`src/rtl/eq_pkg.sv`:
```
// Shared definitions for the FIR sequencing controller:
// the FSM state encoding and the tap count loaded at reset.
package eq_pkg;

    typedef enum logic [1:0] {
        ST_IDLE    = 2'd0,
        ST_SEQ     = 2'd1,
        ST_CAPTURE = 2'd2
    } seq_state_e;

    localparam int DEF_TAPS = 1021;

endpackage

```
`src/rtl/fir_seq_ctrl.sv`:
```
// Sequencer for the FIR bands: strobes seq for taps+1 cycles per sample,
// captures the band results, and queues at most one sample that arrives early.
module fir_seq_ctrl #(
    parameter int TAPS_W   = 10,
    parameter int DEF_TAPS = eq_pkg::DEF_TAPS
) (
    input  logic              clk,
    input  logic              rst_n,
    input  logic              vld,
    input  logic [TAPS_W-1:0] taps,
    input  logic              abort,
    input  logic              ovr_clr,
    input  logic [15:0]       fir_lft,
    input  logic [15:0]       fir_rght,
    output logic              seq,
    output logic [15:0]       lft_out,
    output logic [15:0]       rght_out,
    output logic              out_vld,
    output logic              busy,
    output logic              overrun
);

    import eq_pkg::*;

    seq_state_e        state_q;
    logic [TAPS_W-1:0] cnt_q;
    logic [TAPS_W-1:0] tap_q;
    logic              pending_q;
    logic              overrun_q;
    logic [15:0]       lft_q;
    logic [15:0]       rght_q;
    logic              out_vld_q;

    logic [TAPS_W-1:0] cnt_d;
    logic              drop_d;
    logic              overrun_d;

    assign cnt_d = cnt_q + TAPS_W'(1);

    // A sample is dropped when one is already queued and another arrives while busy.
    always_comb begin
        drop_d = 1'b0;
        if (vld && !abort && pending_q &&
            (state_q == ST_SEQ || state_q == ST_CAPTURE)) begin
            drop_d = 1'b1;
        end
    end

    // Setting wins over a simultaneous clear.
    assign overrun_d = drop_d | (overrun_q & ~ovr_clr);

    always_ff @(posedge clk) begin
        if (!rst_n) begin
            state_q   <= ST_IDLE;
            cnt_q     <= '0;
            tap_q     <= TAPS_W'(DEF_TAPS);
            pending_q <= 1'b0;
            overrun_q <= 1'b0;
            lft_q     <= '0;
            rght_q    <= '0;
            out_vld_q <= 1'b0;
        end else begin
            out_vld_q <= 1'b0;
            overrun_q <= overrun_d;
            if (abort) begin
                state_q   <= ST_IDLE;
                cnt_q     <= '0;
                pending_q <= 1'b0;
            end else begin
                unique case (state_q)
                    ST_IDLE: begin
                        if (vld) begin
                            state_q <= ST_SEQ;
                            tap_q   <= taps;
                            cnt_q   <= '0;
                        end
                    end
                    ST_SEQ: begin
                        if (vld && !pending_q) begin
                            pending_q <= 1'b1;
                        end
                        if (cnt_q == tap_q) begin
                            state_q <= ST_CAPTURE;
                        end else begin
                            cnt_q <= cnt_d;
                        end
                    end
                    ST_CAPTURE: begin
                        lft_q     <= fir_lft;
                        rght_q    <= fir_rght;
                        out_vld_q <= 1'b1;
                        // A queued or freshly arriving sample restarts sequencing back-to-back.
                        if (pending_q || vld) begin
                            state_q   <= ST_SEQ;
                            tap_q     <= taps;
                            cnt_q     <= '0;
                            pending_q <= 1'b0;
                        end else begin
                            state_q <= ST_IDLE;
                        end
                    end
                    default: begin
                        state_q <= ST_IDLE;
                    end
                endcase
            end
        end
    end

    assign seq      = (state_q == ST_SEQ);
    assign busy     = (state_q != ST_IDLE);
    assign lft_out  = lft_q;
    assign rght_out = rght_q;
    assign out_vld  = out_vld_q;
    assign overrun  = overrun_q;

endmodule

```
`config.mk`:
```
export PLATFORM = sky130hd
export DESIGN_NAME = fir_seq_ctrl
export DESIGN_NICKNAME = d
export VERILOG_FILES = /design/src/rtl/eq_pkg.sv /design/src/rtl/fir_seq_ctrl.sv
export SDC_FILE = /design/constraint.sdc
export NUM_CORES = 1
export LEC_CHECK = 0
export CORE_ASPECT_RATIO = 1.5
export CORE_UTILIZATION = 49
export CTS_CLUSTER_SIZE = 20
export DETAILED_ROUTE_END_ITERATION = 10
export HOLD_SLACK_MARGIN = 0.08
export PLACE_DENSITY = 0.84
export SYNTH_ARGS = -nofsm -noshare
export SYNTH_HDL_FRONTEND = slang
export SYNTH_SLANG_ARGS = --single-unit
```
`constraint.sdc`:
```
create_clock -name clk -period 4.8 [get_ports clk]
set_input_delay 1.2 -clock clk [delete_from_list [all_inputs] [get_ports clk]]
set_output_delay 1.2 -clock clk [all_outputs]
set_load 0.02 [all_outputs]
```
==> flow_metrics.tcl <==
set metrics [dict create \
    drt_iter0_markers 80 \
    syn_nets 354 \
    yosysTopAreaCellShare_pct 44.8 \
    slew-limit-headroom_pct 21.0 \
    vias 2356 \
    pre_cts_ws_ns 1.69 \
    synthFlopType "dfxtp_1" \
    first_global_vias 2276 \
    antenna_cells 0 \
    synth_compound_area_share_pct 16.9 \
    vdd_drop_max_v 0.000264 \
    synth_common_cells "nand2_1 (90), dfxtp_1 (57), a21boi_0 (21)" \
    max_slew.worst_pin.slew_ns 1.19 \
    p_leak_nw 1.30 \
    pin_count 83 \
    grt_usage_pct 24.3 \
    syn_area_per_cell_um2 8.44 \
    power_density_nw_per_um2 311 \
    clkPwrFrac_pct 50.0 \
    pwr-share-comb_pct 7.5 \
    cts_resized 0 \
    fmax_mhz 305 \
    status "complete, no violations" \
    tns_ns 0 \
    grt_max_degree 47 \
    viasPerCell 5.22 \
    dieArea_um2 5500 \
    numPortBuffers 82 \
    maxCapViolations 0 \
    wl_per_cell_um 13.8 \
    routed_wl_um 6220 \
    die_h_um 90.3 \
    synth.largest_area_cell "dfxtp_1" \
    grt.overflow.total 0 \
    rsz0062_at_grt "false" \
    path_class "reg -> out" \
    holdPathEnd "lft_out[8]$_SDFFE_PN0P_" \
    cts_hold_buf 0 \
    root_buffer "clkbuf_8" \
    grt_antenna_before_repair 0 \
    yosysMostFrequentCell "nand2_1" \
    clk_pin_slew_ns 0.06 \
    hold_path_startpoint "lft_out[8]$_SDFFE_PN0P_" \
    row_count 31 \
    r2r_cells 7 \
    placed_cells 435 \
    r2r-start "state_q[0]$_SDFFE_PP0P_" \
    htreeDepth 3 \
    cp_data_required_time_ns 3.60 \
    synth-seq-cells 57 \
    timing.rr.end "cnt_q[4]$_SDFFE_PP0P_" \
    core_um2 4930 \
    fin_crit_ns 3.28 \
    swShare_pct 20.3 \
    power.switching_mw 0.230 \
    start_util_pct 51.7 \
    fin_util_pct 74.1 \
    grt_pass1_wl_um 9840 \
    hold_viol 0 \
    cp.arrival_ns 2.08 \
    ys_top_cells_by_area "dfxtp_1 (45%), nand2_1 (13%), a21boi_0 (6.2%)" \
    fin_ws_ns 1.52 \
    r2r_slack_ns 2.67 \
    final_net_count 432 \
    final_cell_area_um2 3650 \
    synth_fa_ha_area_share_pct 2.45 \
    finalSetupViolCount 0 \
    worst_setup_path_start_kind "flip-flop" \
    clk_latency_ns 0.34 \
    ys_seq_area_share_pct 44.8 \
    synth-edff-count 0 \
    yosys.area_share.simple_pct 24.1 \
    cts_setup_buffers 0 \
    p_int_mw 0.904 \
    die-width_um 60.9 \
    seq_area_um2 1140 \
    seqPwrFrac_pct 42.5 \
    synthMuxAreaShare_pct 4.71 \
    synth_area_um2 2550 \
    postSynthCellCount 302 \
    cts.sinks 57 \
    drc_errors 0 \
    drive_above_1_share_pct 5.45 \
    detailed_place_hpwl_um 4200 \
    final_cells 451 \
    yosys_warnings 0 \
    clk_path_buf_depth 2 \
    min_path_cells 2 \
    dpl-instance-area_um2 3400 \
    netlist-cell-type-count 36 \
    ant_nets 0 \
    fin_crit_sh_pct 68.2 \
    skew_ns 0.00922 \
    syn2layout_area_growth_pct 43.2 \
    synth_top_family_by_area "simple AND/OR/NAND/NOR gates" \
    path_max_fanout 19 \
    synthArstFlopShare_pct 0 \
    drt-pass1-iter-count 4 \
    multi_input_area_um2 1320 \
    cp-end-kind "output port" \
    maxSlewViolCount 0 \
    gp_congestion 0.855 \
    synth_xor_area_share_pct 3.44 \
    cts_inserted_buffers 9 \
    hold_class "reg -> reg" \
    fill_cells 387 \
    cts_tree "built" \
]
==> final cells by class <==
type | instances | area share (%)
Sequential cell | 57 | 31.3
Inverter | 5 | 0.514
Multi-Input combinational cell | 223 | 36.1
Timing Repair Buffer | 84 | 22.9
Clock inverter | 4 | 2.71
Tap cell | 66 | 2.26
Clock buffer | 12 | 4.25
==> layout by cell type (no fill, tap or decap), types with 2 or more instances in the layout <==
master            n
nand2_1          90
clkdlybuf4s50_1  82
dfxtp_1          57
a21boi_0         21
a21boi_1         12
mux2i_1          12
clkbuf_8         11
xor2_1           10
a31oi_1           9
nand2b_1          8
nand3_1           7
nor2_1            7
a21oi_1           5
or4_1             5
ha_1              5
inv_1             4
nor4_1            4
o211ai_1          4
and3_1            3
nand4_1           3
bufinv_16         3
a21o_1            2
nor2b_1           2
o21ai_0           2
buf_4             2
==> worst max-delay path: stages, from the launching register on <==
cell	delay (ns)
dfxtp_1	0.34
inv_1	0.09
ha_1	0.58
clkdlybuf4s50_1	0.73
==> metrics by stage <==
| stage | hold WS (ns) | total power [mW] |
|---|---|---|
| after floorplan | 0.465 | 0.530 |
| after global placement | 0.439 | 0.577 |
| after detailed placement | 0.447 | 0.578 |
| after CTS | 0.456 | 1.15 |
| after global routing | 0.479 | 1.17 |
| final | 0.453 | 1.13 |
==> routing by layer <==
metal	vias to the layer above	track usage, %	share of wire [%]
met5	-	0	0
met4	0	11.7	1.7
met3	11	11.5	8.3
met2	84	40.2	52
met1	1073	24.6	38
li1	1188	-	-
==> power by group through the flow <==
stage,Combinational (mW),Clock (mW),Sequential [mW]
after global placement,0.0838,0,0.493
after floorplan,0.0383,0,0.492
after global routing,0.0916,0.598,0.483
after CTS,0.0854,0.578,0.483
after detailed placement,0.0852,0,0.493
final,0.0851,0.567,0.483
==> cell families after synthesis <==
| kind of cell | Yosys count |
|---|---|
| xor gates and xnor gates | 10 |
| muxes | 12 |
| adders and majority gates | 5 |
| and+or+nand+nor | 136 |
| AOI/OAI and AO/OA | 60 |
| buffers and inverters | 22 |
| DFF | 57 |
==> registers in the layout (all words and copies together), names as in the netlist <==
register / count
cnt_q: 10
lft_out: 16
out_vld: 1
overrun: 1
pending_q: 1
rght_out: 16
state_q: 2
tap_q: 10
==> worst max-delay path by stage <==
| stage | from | to | slack, ns |
|---|---|---|---|
| 2_1_floorplan | vld | cnt_q[0]$_SDFFE_PP0P_ | 2.49 |
| 3_3_place_gp | abort | lft_out[6]$_SDFFE_PN0P_ | 1.75 |
| 3_5_place_dp | abort | lft_out[7]$_SDFFE_PN0P_ | 1.69 |
| 4_1_cts | state_q[1]$_SDFFE_PP0P_ | seq | 1.53 |
| 5_1_grt | state_q[0]$_SDFFE_PP0P_ | seq | 1.45 |
| 6_report | state_q[1]$_SDFFE_PP0P_ | seq | 1.52 |
No activity file was read; power rests on OpenSTA's default activity.
